File: src/rtl/exp_range_reduce.sv
`default_nettype none
//------------------------------------------------------------------------------
// exp_range_reduce: splits x into k*ln2 + r (r as Q2.14 CORDIC angle), 3-stage
// valid/ready pipe. Optional macro EXP_RR_UFLOW_EN adds the out_zero underflow flag.
// Revision: 1.0
//------------------------------------------------------------------------------
module exp_range_reduce #(
   parameter int IN_W  = 16,
   parameter int ANG_W = 16,
   parameter int K_W   = 6,
   parameter int K_MIN = -15
) (
   input  logic             clk,
   input  logic             rst,
   input  logic             in_valid,
   output logic             in_ready,
   input  logic [IN_W-1:0]  in_x,
   output logic             out_valid,
   input  logic             out_ready,
   output logic [ANG_W-1:0] out_angle,
   output logic [K_W-1:0]   out_k
`ifdef EXP_RR_UFLOW_EN
   ,
   output logic             out_zero
`endif
);

   localparam int P_W  = IN_W + 16;
   localparam int KX_W = P_W - 25;
   localparam int M_W  = IN_W + 4;

   localparam logic signed [15:0]    c_INV_LN2 = 16'sd23637;
   localparam logic signed [15:0]    c_LN2     = 16'sd11357;
   localparam logic signed [P_W-1:0] c_HALF    = P_W'(1 << 24);

   if (K_MIN >= 0 || K_MIN < -(1 << (K_W - 1))) begin : g_kmin_chk
      $error("K_MIN must be negative and representable in K_W bits");
   end

   logic                    en;
   logic                    v1_q, v2_q;
   logic signed [IN_W-1:0]  x1_q, x2_q;
   logic signed [P_W-1:0]   p1_q, p1_d;
   logic signed [KX_W-1:0]  k2_q, k2_d;
   logic signed [M_W-1:0]   m2_q, m2_d;
   logic signed [M_W-1:0]   r_full;
   logic [ANG_W-1:0]        ang_d;
   logic [K_W-1:0]          k_d;
`ifdef EXP_RR_UFLOW_EN
   logic                    zero_d;
`endif

   // The whole pipe advances or freezes as one; bubbles only vanish at the output.
   assign en       = ~out_valid | out_ready;
   assign in_ready = en;

   always_comb begin
      p1_d   = P_W'($signed(in_x)) * P_W'(c_INV_LN2);
      // Adding one half before the arithmetic shift gives round-half-up.
      k2_d   = KX_W'((p1_q + c_HALF) >>> 25);
      m2_d   = M_W'(k2_d) * M_W'(c_LN2);
      r_full = (M_W'(x2_q) <<< 3) - m2_q;
      ang_d  = ANG_W'(r_full);
      k_d    = K_W'(k2_q);
`ifdef EXP_RR_UFLOW_EN
      zero_d = (k2_q < KX_W'(K_MIN));
      if (zero_d) begin
         ang_d = '0;
         k_d   = K_W'(K_MIN);
      end
`endif
   end

   always_ff @(posedge clk) begin
      if (rst) begin
         v1_q      <= 1'b0;
         x1_q      <= '0;
         p1_q      <= '0;
         v2_q      <= 1'b0;
         x2_q      <= '0;
         k2_q      <= '0;
         m2_q      <= '0;
         out_valid <= 1'b0;
         out_angle <= '0;
         out_k     <= '0;
`ifdef EXP_RR_UFLOW_EN
         out_zero  <= 1'b0;
`endif
      end else if (en) begin
         v1_q      <= in_valid;
         x1_q      <= in_x;
         p1_q      <= p1_d;
         v2_q      <= v1_q;
         x2_q      <= x1_q;
         k2_q      <= k2_d;
         m2_q      <= m2_d;
         out_valid <= v2_q;
         out_angle <= ang_d;
         out_k     <= k_d;
`ifdef EXP_RR_UFLOW_EN
         out_zero  <= zero_d;
`endif
      end
   end

endmodule
`default_nettype wire

File: config.mk
export PLATFORM = sky130hd
export DESIGN_NAME = exp_range_reduce
export DESIGN_NICKNAME = d
export VERILOG_FILES = /design/src/rtl/exp_range_reduce.sv
export SDC_FILE = /design/constraint.sdc
export NUM_CORES = 1
export LEC_CHECK = 0
export CAP_MARGIN = 25
export CORE_ASPECT_RATIO = 1.75
export CORE_UTILIZATION = 62
export DETAILED_ROUTE_END_ITERATION = 10
export HOLD_SLACK_MARGIN = 0.15
export PLACE_DENSITY = 0.82
export REMOVE_ABC_BUFFERS = 1
export SLEW_MARGIN = 20
export SYNTH_ARGS = -nofsm -noshare
export SYNTH_HDL_FRONTEND = slang
export SYNTH_SLANG_ARGS = --single-unit
File: constraint.sdc
create_clock -name clk -period 15.1 [get_ports clk]
set_input_delay 3.775 -clock clk [delete_from_list [all_inputs] [get_ports clk]]
set_output_delay 3.775 -clock clk [all_outputs]
set_load 0.05 [all_outputs]
# Word level (Yosys, flattened, before mapping)
# Index checks and enable logic that the tools add are counted.
# Widths: inputs -> output; s select.
[word_totals]
reg_bits = 105
in_bits = 20
out_inout_bits = 24
wordCells = 16
[classes]
n_addsub = 2
n_mul = 2
bitwise = 2
[op_table]
columns = ["operator", "n"]
rows = [
  ["$add 32x26->32 const B", 1],
  ["$mul 16x16->32 const B", 1],
  ["$mul 7x15->16 const B", 1],
  ["$sub 16x16->16", 1],
  ["$not 1->1", 1],
  ["$or 1x1->1", 1],
]

# Logic depth before layout (Yosys ltp)
[logic_depth]
word_depth = 2
ltp_mapped = 21
ltp_nobuf = 21

# Least setup slack after synthesis
# No wires, ideal clock.
[synth_path]
path_kind = "input-to-reg"
startpoint = "input port in_x[15]"
endpoint = "register p1_q[31]"
setup_ns = 0.091
t_arrival_ns = 9.043
t_required_ns = 15.009
path_slack_ns = 5.966
cell_stages = 19
path_buffers = 1
path_cell_list = "clkbuf_1 > clkinv_1 > fa_1 > inv_1 > ha_1 > fa_1 > fa_1 > inv_1 > fa_1 > inv_1 > ha_1 > a21oi_1 > o21ai_1 > a211oi_1 > o21ai_0 > o41ai_4 > o21ai_2 > or3_1 > a311oi_1"
[synth_via]
elab_chain_len = 1
[synth_rtl]
columns = ["element", "line_no", "source"]
rows = [
  ["from (decl)", "17", "input logic [IN_W-1:0] in_x,"],
  ["$mul 16x16->32", "58", "p1_d = P_W'($signed(in_x)) * P_W'(c_INV_LN2);"],
  ["to (signal assigned)", "92", "p1_q <= p1_d;"],
  ["to (decl)", "43", "logic signed [P_W-1:0] p1_q, p1_d;"],
]
# Every way passes these cells.
# A chain may end at the register's enable or synchronous reset.

# Final worst setup path
[layout_path]
startpoint = "input port in_x[10]"
endpoint = "register p1_q[31]"
# The elaborated chain is that of the path after synthesis.

==> flow_summary.html <==
<table>
<tr><th>Metric</th><th>Value</th></tr>
<tr><th colspan="2">Placed design</th></tr>
<tr><td>Count of port buffers added during placement</td><td>43</td></tr>
<tr><td>Final estimated routing congestion in global placement</td><td>0.8903</td></tr>
<tr><td>Placed wire-length estimate after detailed placement</td><td>15.85 mm</td></tr>
<tr><td>Placement-stage worst setup slack</td><td>4.829 ns</td></tr>
<tr><th colspan="2">Clock network</th></tr>
<tr><td>Clk Latency, worst-skew pair</td><td>0.34 ns</td></tr>
<tr><td>Number of setup buffers added after CTS</td><td>0</td></tr>
<tr><td>Clock Tree Root</td><td>sky130_fd_sc_hd__clkbuf_16</td></tr>
<tr><td>Clock tree from TritonCTS</td><td>done</td></tr>
<tr><td>Post-cts resize count</td><td>0</td></tr>
<tr><td>Worst-path clk slew</td><td>0.06 ns</td></tr>
<tr><td>Number of buffers created by CTS</td><td>9</td></tr>
<tr><td>Total number of clock tree sinks</td><td>78</td></tr>
<tr><td>Hold bufs inserted after CTS</td><td>0</td></tr>
<tr><td>Max H-tree Level</td><td>3</td></tr>
<tr><td>Clock buffer depth</td><td>2</td></tr>
<tr><th colspan="2">Yosys</th></tr>
<tr><td>Count of yosys warnings during synthesis</td><td>0</td></tr>
<tr><td>Synth top area share</td><td>23.17%</td></tr>
<tr><td>Leading cell type by number of instances after synthesis</td><td>sky130_fd_sc_hd__inv_1</td></tr>
<tr><td>Average cell area after synthesis</td><td>8.586 um^2</td></tr>
<tr><td>Seq cells post-synth</td><td>78</td></tr>
<tr><td>Main area contributors after synthesis</td><td>sky130_fd_sc_hd__ha_1, sky130_fd_sc_hd__fa_1, sky130_fd_sc_hd__dfxtp_1</td></tr>
<tr><td>Largest area contributor in the netlist</td><td>sky130_fd_sc_hd__ha_1</td></tr>
<tr><td>Number of library cell types mapped by synthesis</td><td>50</td></tr>
<tr><td>Mapped Cells</td><td>1,088</td></tr>
<tr><td>Number of enable-type register cells in the synthesized netlist</td><td>0</td></tr>
<tr><td>Seq/Total Area, Yosys</td><td>16.72%</td></tr>
<tr><td>Most used DFF post-synth</td><td>sky130_fd_sc_hd__dfxtp_1</td></tr>
<tr><td>Most used standard cells in the synthesized netlist</td><td>sky130_fd_sc_hd__inv_1, sky130_fd_sc_hd__ha_1, sky130_fd_sc_hd__nand2_1</td></tr>
<tr><td>Area of the mapped netlist</td><td>9341 um^2</td></tr>
<tr><td>Share of flip-flops with an asynchronous set or reset after synthesis</td><td>0%</td></tr>
<tr><th colspan="2">Floorplan</th></tr>
<tr><td>Die X-Extent</td><td>94.79 um</td></tr>
<tr><td>I/O pin count</td><td>44</td></tr>
<tr><td>Chip height</td><td>164.4 um</td></tr>
<tr><td>Full die area</td><td>15,580 um^2</td></tr>
<tr><td>Effective utilization at floorplan</td><td>63.27%</td></tr>
<tr><td>Area inside the core boundary</td><td>14,760 um^2</td></tr>
<tr><td>Row cnt</td><td>59</td></tr>
<tr><th colspan="2">Layout</th></tr>
<tr><td>Share of the core filled with cells</td><td>69.24%</td></tr>
<tr><td>Antenna cells</td><td>0</td></tr>
<tr><td>Area growth from synthesis to layout</td><td>9.429%</td></tr>
<tr><td>Filler instances</td><td>1,250</td></tr>
<tr><td>Final layout net count</td><td>1,408</td></tr>
<tr><td>Layout cell share with drive strength beyond 1</td><td>2.944%</td></tr>
<tr><th colspan="2">Run status</th></tr>
<tr><td>Run status</td><td>finished, final reports clean</td></tr>
<tr><th colspan="2">Setup path</th></tr>
<tr><td>Origin of the critical flop-to-flop path</td><td>p1_q[25]</td></tr>
<tr><td>Worst setup path category</td><td>in -&gt; reg</td></tr>
<tr><td>Worst r2r path cells</td><td>20</td></tr>
<tr><td>Critical Path RT</td><td>15.34 ns</td></tr>
<tr><td>Worst setup slack for register-to-register paths</td><td>9.89 ns</td></tr>
<tr><td>Critical path arrival</td><td>10.09 ns</td></tr>
<tr><td>Endpoint of the most critical register-to-register path</td><td>m2_q[14]</td></tr>
<tr><td>Highest fanout seen on the critical path</td><td>7</td></tr>
<tr><td>CP Launch Type</td><td>input pin</td></tr>
<tr><td>Endpoint class of the critical path</td><td>register</td></tr>
<tr><th colspan="2">Timing</th></tr>
<tr><td>Total Neg Setup Slack</td><td>0 ns</td></tr>
<tr><td>Max Clock Skew</td><td>0.007957 ns</td></tr>
<tr><td>Fin worst setup slack</td><td>5.257 ns</td></tr>
<tr><td>Hold Violations, Final</td><td>0</td></tr>
<tr><td>Pins over their slew limit</td><td>0</td></tr>
<tr><td>Max Freq</td><td>0.1016 GHz</td></tr>
<tr><td>Remaining max-slew budget at the tightest pin</td><td>40.66%</td></tr>
<tr><td>Final min period</td><td>9.843 ns</td></tr>
<tr><td>WHS</td><td>0.4462 ns</td></tr>
<tr><td>Unrepaired setup endpoints after global routing</td><td>false</td></tr>
<tr><td>Measured slew at the worst slew-check pin</td><td>0.8902 ns</td></tr>
<tr><td>Portion of the clock cycle consumed by the worst path in the final layout</td><td>65.18%</td></tr>
<tr><td>Final-report setup violation count</td><td>0</td></tr>
<tr><th colspan="2">Global route</th></tr>
<tr><td>Largest net degree at the start of global routing</td><td>90</td></tr>
<tr><td>Number of antenna violations at the first check in global routing</td><td>0</td></tr>
<tr><td>Wire length of the first global-routing pass</td><td>32.91 mm</td></tr>
<tr><td>Overflow left after global routing</td><td>0</td></tr>
<tr><td>Vias in the first global route</td><td>7,312</td></tr>
<tr><td>Gr usage total</td><td>27.45%</td></tr>
<tr><th colspan="2">Worst hold path</th></tr>
<tr><td>End point of the most critical hold path</td><td>out_angle[2]</td></tr>
<tr><td>Launch point of the worst hold path</td><td>out_angle[2]</td></tr>
<tr><td>Hold Path Depth</td><td>2</td></tr>
<tr><td>Worst Hold Class</td><td>reg -&gt; reg</td></tr>
<tr><th colspan="2">Routing</th></tr>
<tr><td>Starting DRT DRC Count</td><td>273</td></tr>
<tr><td>Number of nets with antenna violations after routing</td><td>0</td></tr>
<tr><td>Drt total wl</td><td>19.47 mm</td></tr>
<tr><td>DR DRC count</td><td>0</td></tr>
<tr><td>1st-pass router iterations</td><td>6</td></tr>
<tr><td>Total via count in the routed design</td><td>7,113</td></tr>
<tr><td>Routed wire per std cell</td><td>14.93 um</td></tr>
<tr><td>Vias/cell</td><td>5.455</td></tr>
<tr><th colspan="2">Flow run</th></tr>
<tr><td>Number of maximum-capacitance constraint violations</td><td>0</td></tr>
</table>
## state kept, by name, summed over array words and instances, names as in the netlist
name       cells
out_k          5
x1_q          13
m2_q          14
k2_q           6
out_valid      1
p1_q           8
v1_q           1
v2_q           1
x2_q          13
out_angle     16
## per-stage QoR
stage,instances,instance area (um^2)
2_1_floorplan,1058,9225
3_3_place_gp,1288,9917
3_5_place_dp,1288,9917
4_1_cts,1304,10220
5_1_grt,1304,10220
6_report,1304,10220
## critical path: stages
cell                              delay (ns)
sky130_fd_sc_hd__clkdlybuf4s50_1        0.78
sky130_fd_sc_hd__inv_1                  0.22
sky130_fd_sc_hd__fa_1                   0.54
sky130_fd_sc_hd__inv_1                  0.04
sky130_fd_sc_hd__ha_1                   0.29
sky130_fd_sc_hd__fa_1                   0.50
sky130_fd_sc_hd__fa_1                   0.52
sky130_fd_sc_hd__inv_1                  0.05
sky130_fd_sc_hd__fa_1                   0.49
sky130_fd_sc_hd__fa_1                   0.55
sky130_fd_sc_hd__inv_1                  0.04
sky130_fd_sc_hd__ha_1                   0.33
sky130_fd_sc_hd__a21oi_1                0.22
sky130_fd_sc_hd__o21ai_0                0.12
sky130_fd_sc_hd__a211oi_1               0.24
sky130_fd_sc_hd__o21ai_0                0.25
sky130_fd_sc_hd__o41ai_4                0.35
sky130_fd_sc_hd__o21ai_2                0.12
sky130_fd_sc_hd__or3_1                  0.36
sky130_fd_sc_hd__a311oi_1               0.27
## kinds of logic (layout without fill, tap and decap cells)
logic type / Yosys count / after routing / share of synthesized area [%]
AND/OR/NAND/NOR: 245 / 245 / 11.49
XOR/XNOR: 57 / 57 / 5.344
multiplexers: 5 / 5 / 0.5358
flip-flops: 78 / 78 / 16.72
AO/OA/AOI/OAI: 163 / 163 / 10.72
adder cells (fa/ha/maj): 272 / 272 / 44.39
buffers and inverters: 268 / 301 / 10.81
## how the worst max path moves through the flow
stage                   start        to  slack, ns
detailed placement   in_x[10]  p1_q[31]       4.83
CTS                  in_x[10]  p1_q[31]       5.19
floorplan           out_ready  in_ready       2.38
global placement     in_x[10]  p1_q[31]       4.97
finish               in_x[10]  p1_q[31]       5.26
global route         in_x[15]  p1_q[31]       4.82
## layout make-up
type / instances / area, um^2 / share of cell area [%]
Tap cell: 183 / 229.0 / 2.240
Multi-Input combinational cell: 742 / 6778 / 66.30
Sequential cell: 78 / 1562 / 15.28
Clock buffer: 9 / 225.2 / 2.203
Inverter: 238 / 893.4 / 8.739
Clock inverter: 7 / 80.08 / 0.7834
Timing Repair Buffer: 47 / 455.4 / 4.455
## routing by layer
layer | vias up | routed length, um | GRT usage, %
met2 | 125 | 10960 | 52.58
li1 | 3526 | - | -
met5 | - | 0 | 0
met1 | 3409 | 7035 | 28.13
met3 | 53 | 392 | 2.256
met4 | 0 | 1085 | 16.12
## layout by cell type, fill, tap and decap left out, drive strengths merged, types with 3 or more instances in the layout
master / count
nand3: 22
o21bai: 6
nor2: 39
o21a: 3
ha: 173
or2: 3
and3: 4
clkinv: 3
nor4b: 3
xnor2: 41
nand2: 133
mux2i: 5
fa: 99
and2: 3
a21oi: 92
nand4: 6
o21ai: 22
or4: 3
xor2: 16
clkdlybuf4s50: 42
nor2b: 3
or3: 4
inv: 240
buf: 5
o31ai: 3
a31oi: 3
nor3: 19
a21o: 10
clkbuf: 9
a211oi: 9
dfxtp: 78
Power is left out: the tool's default activity adds up to more than one toggle a clock period on the data nets, which glitch-free logic cannot reach.
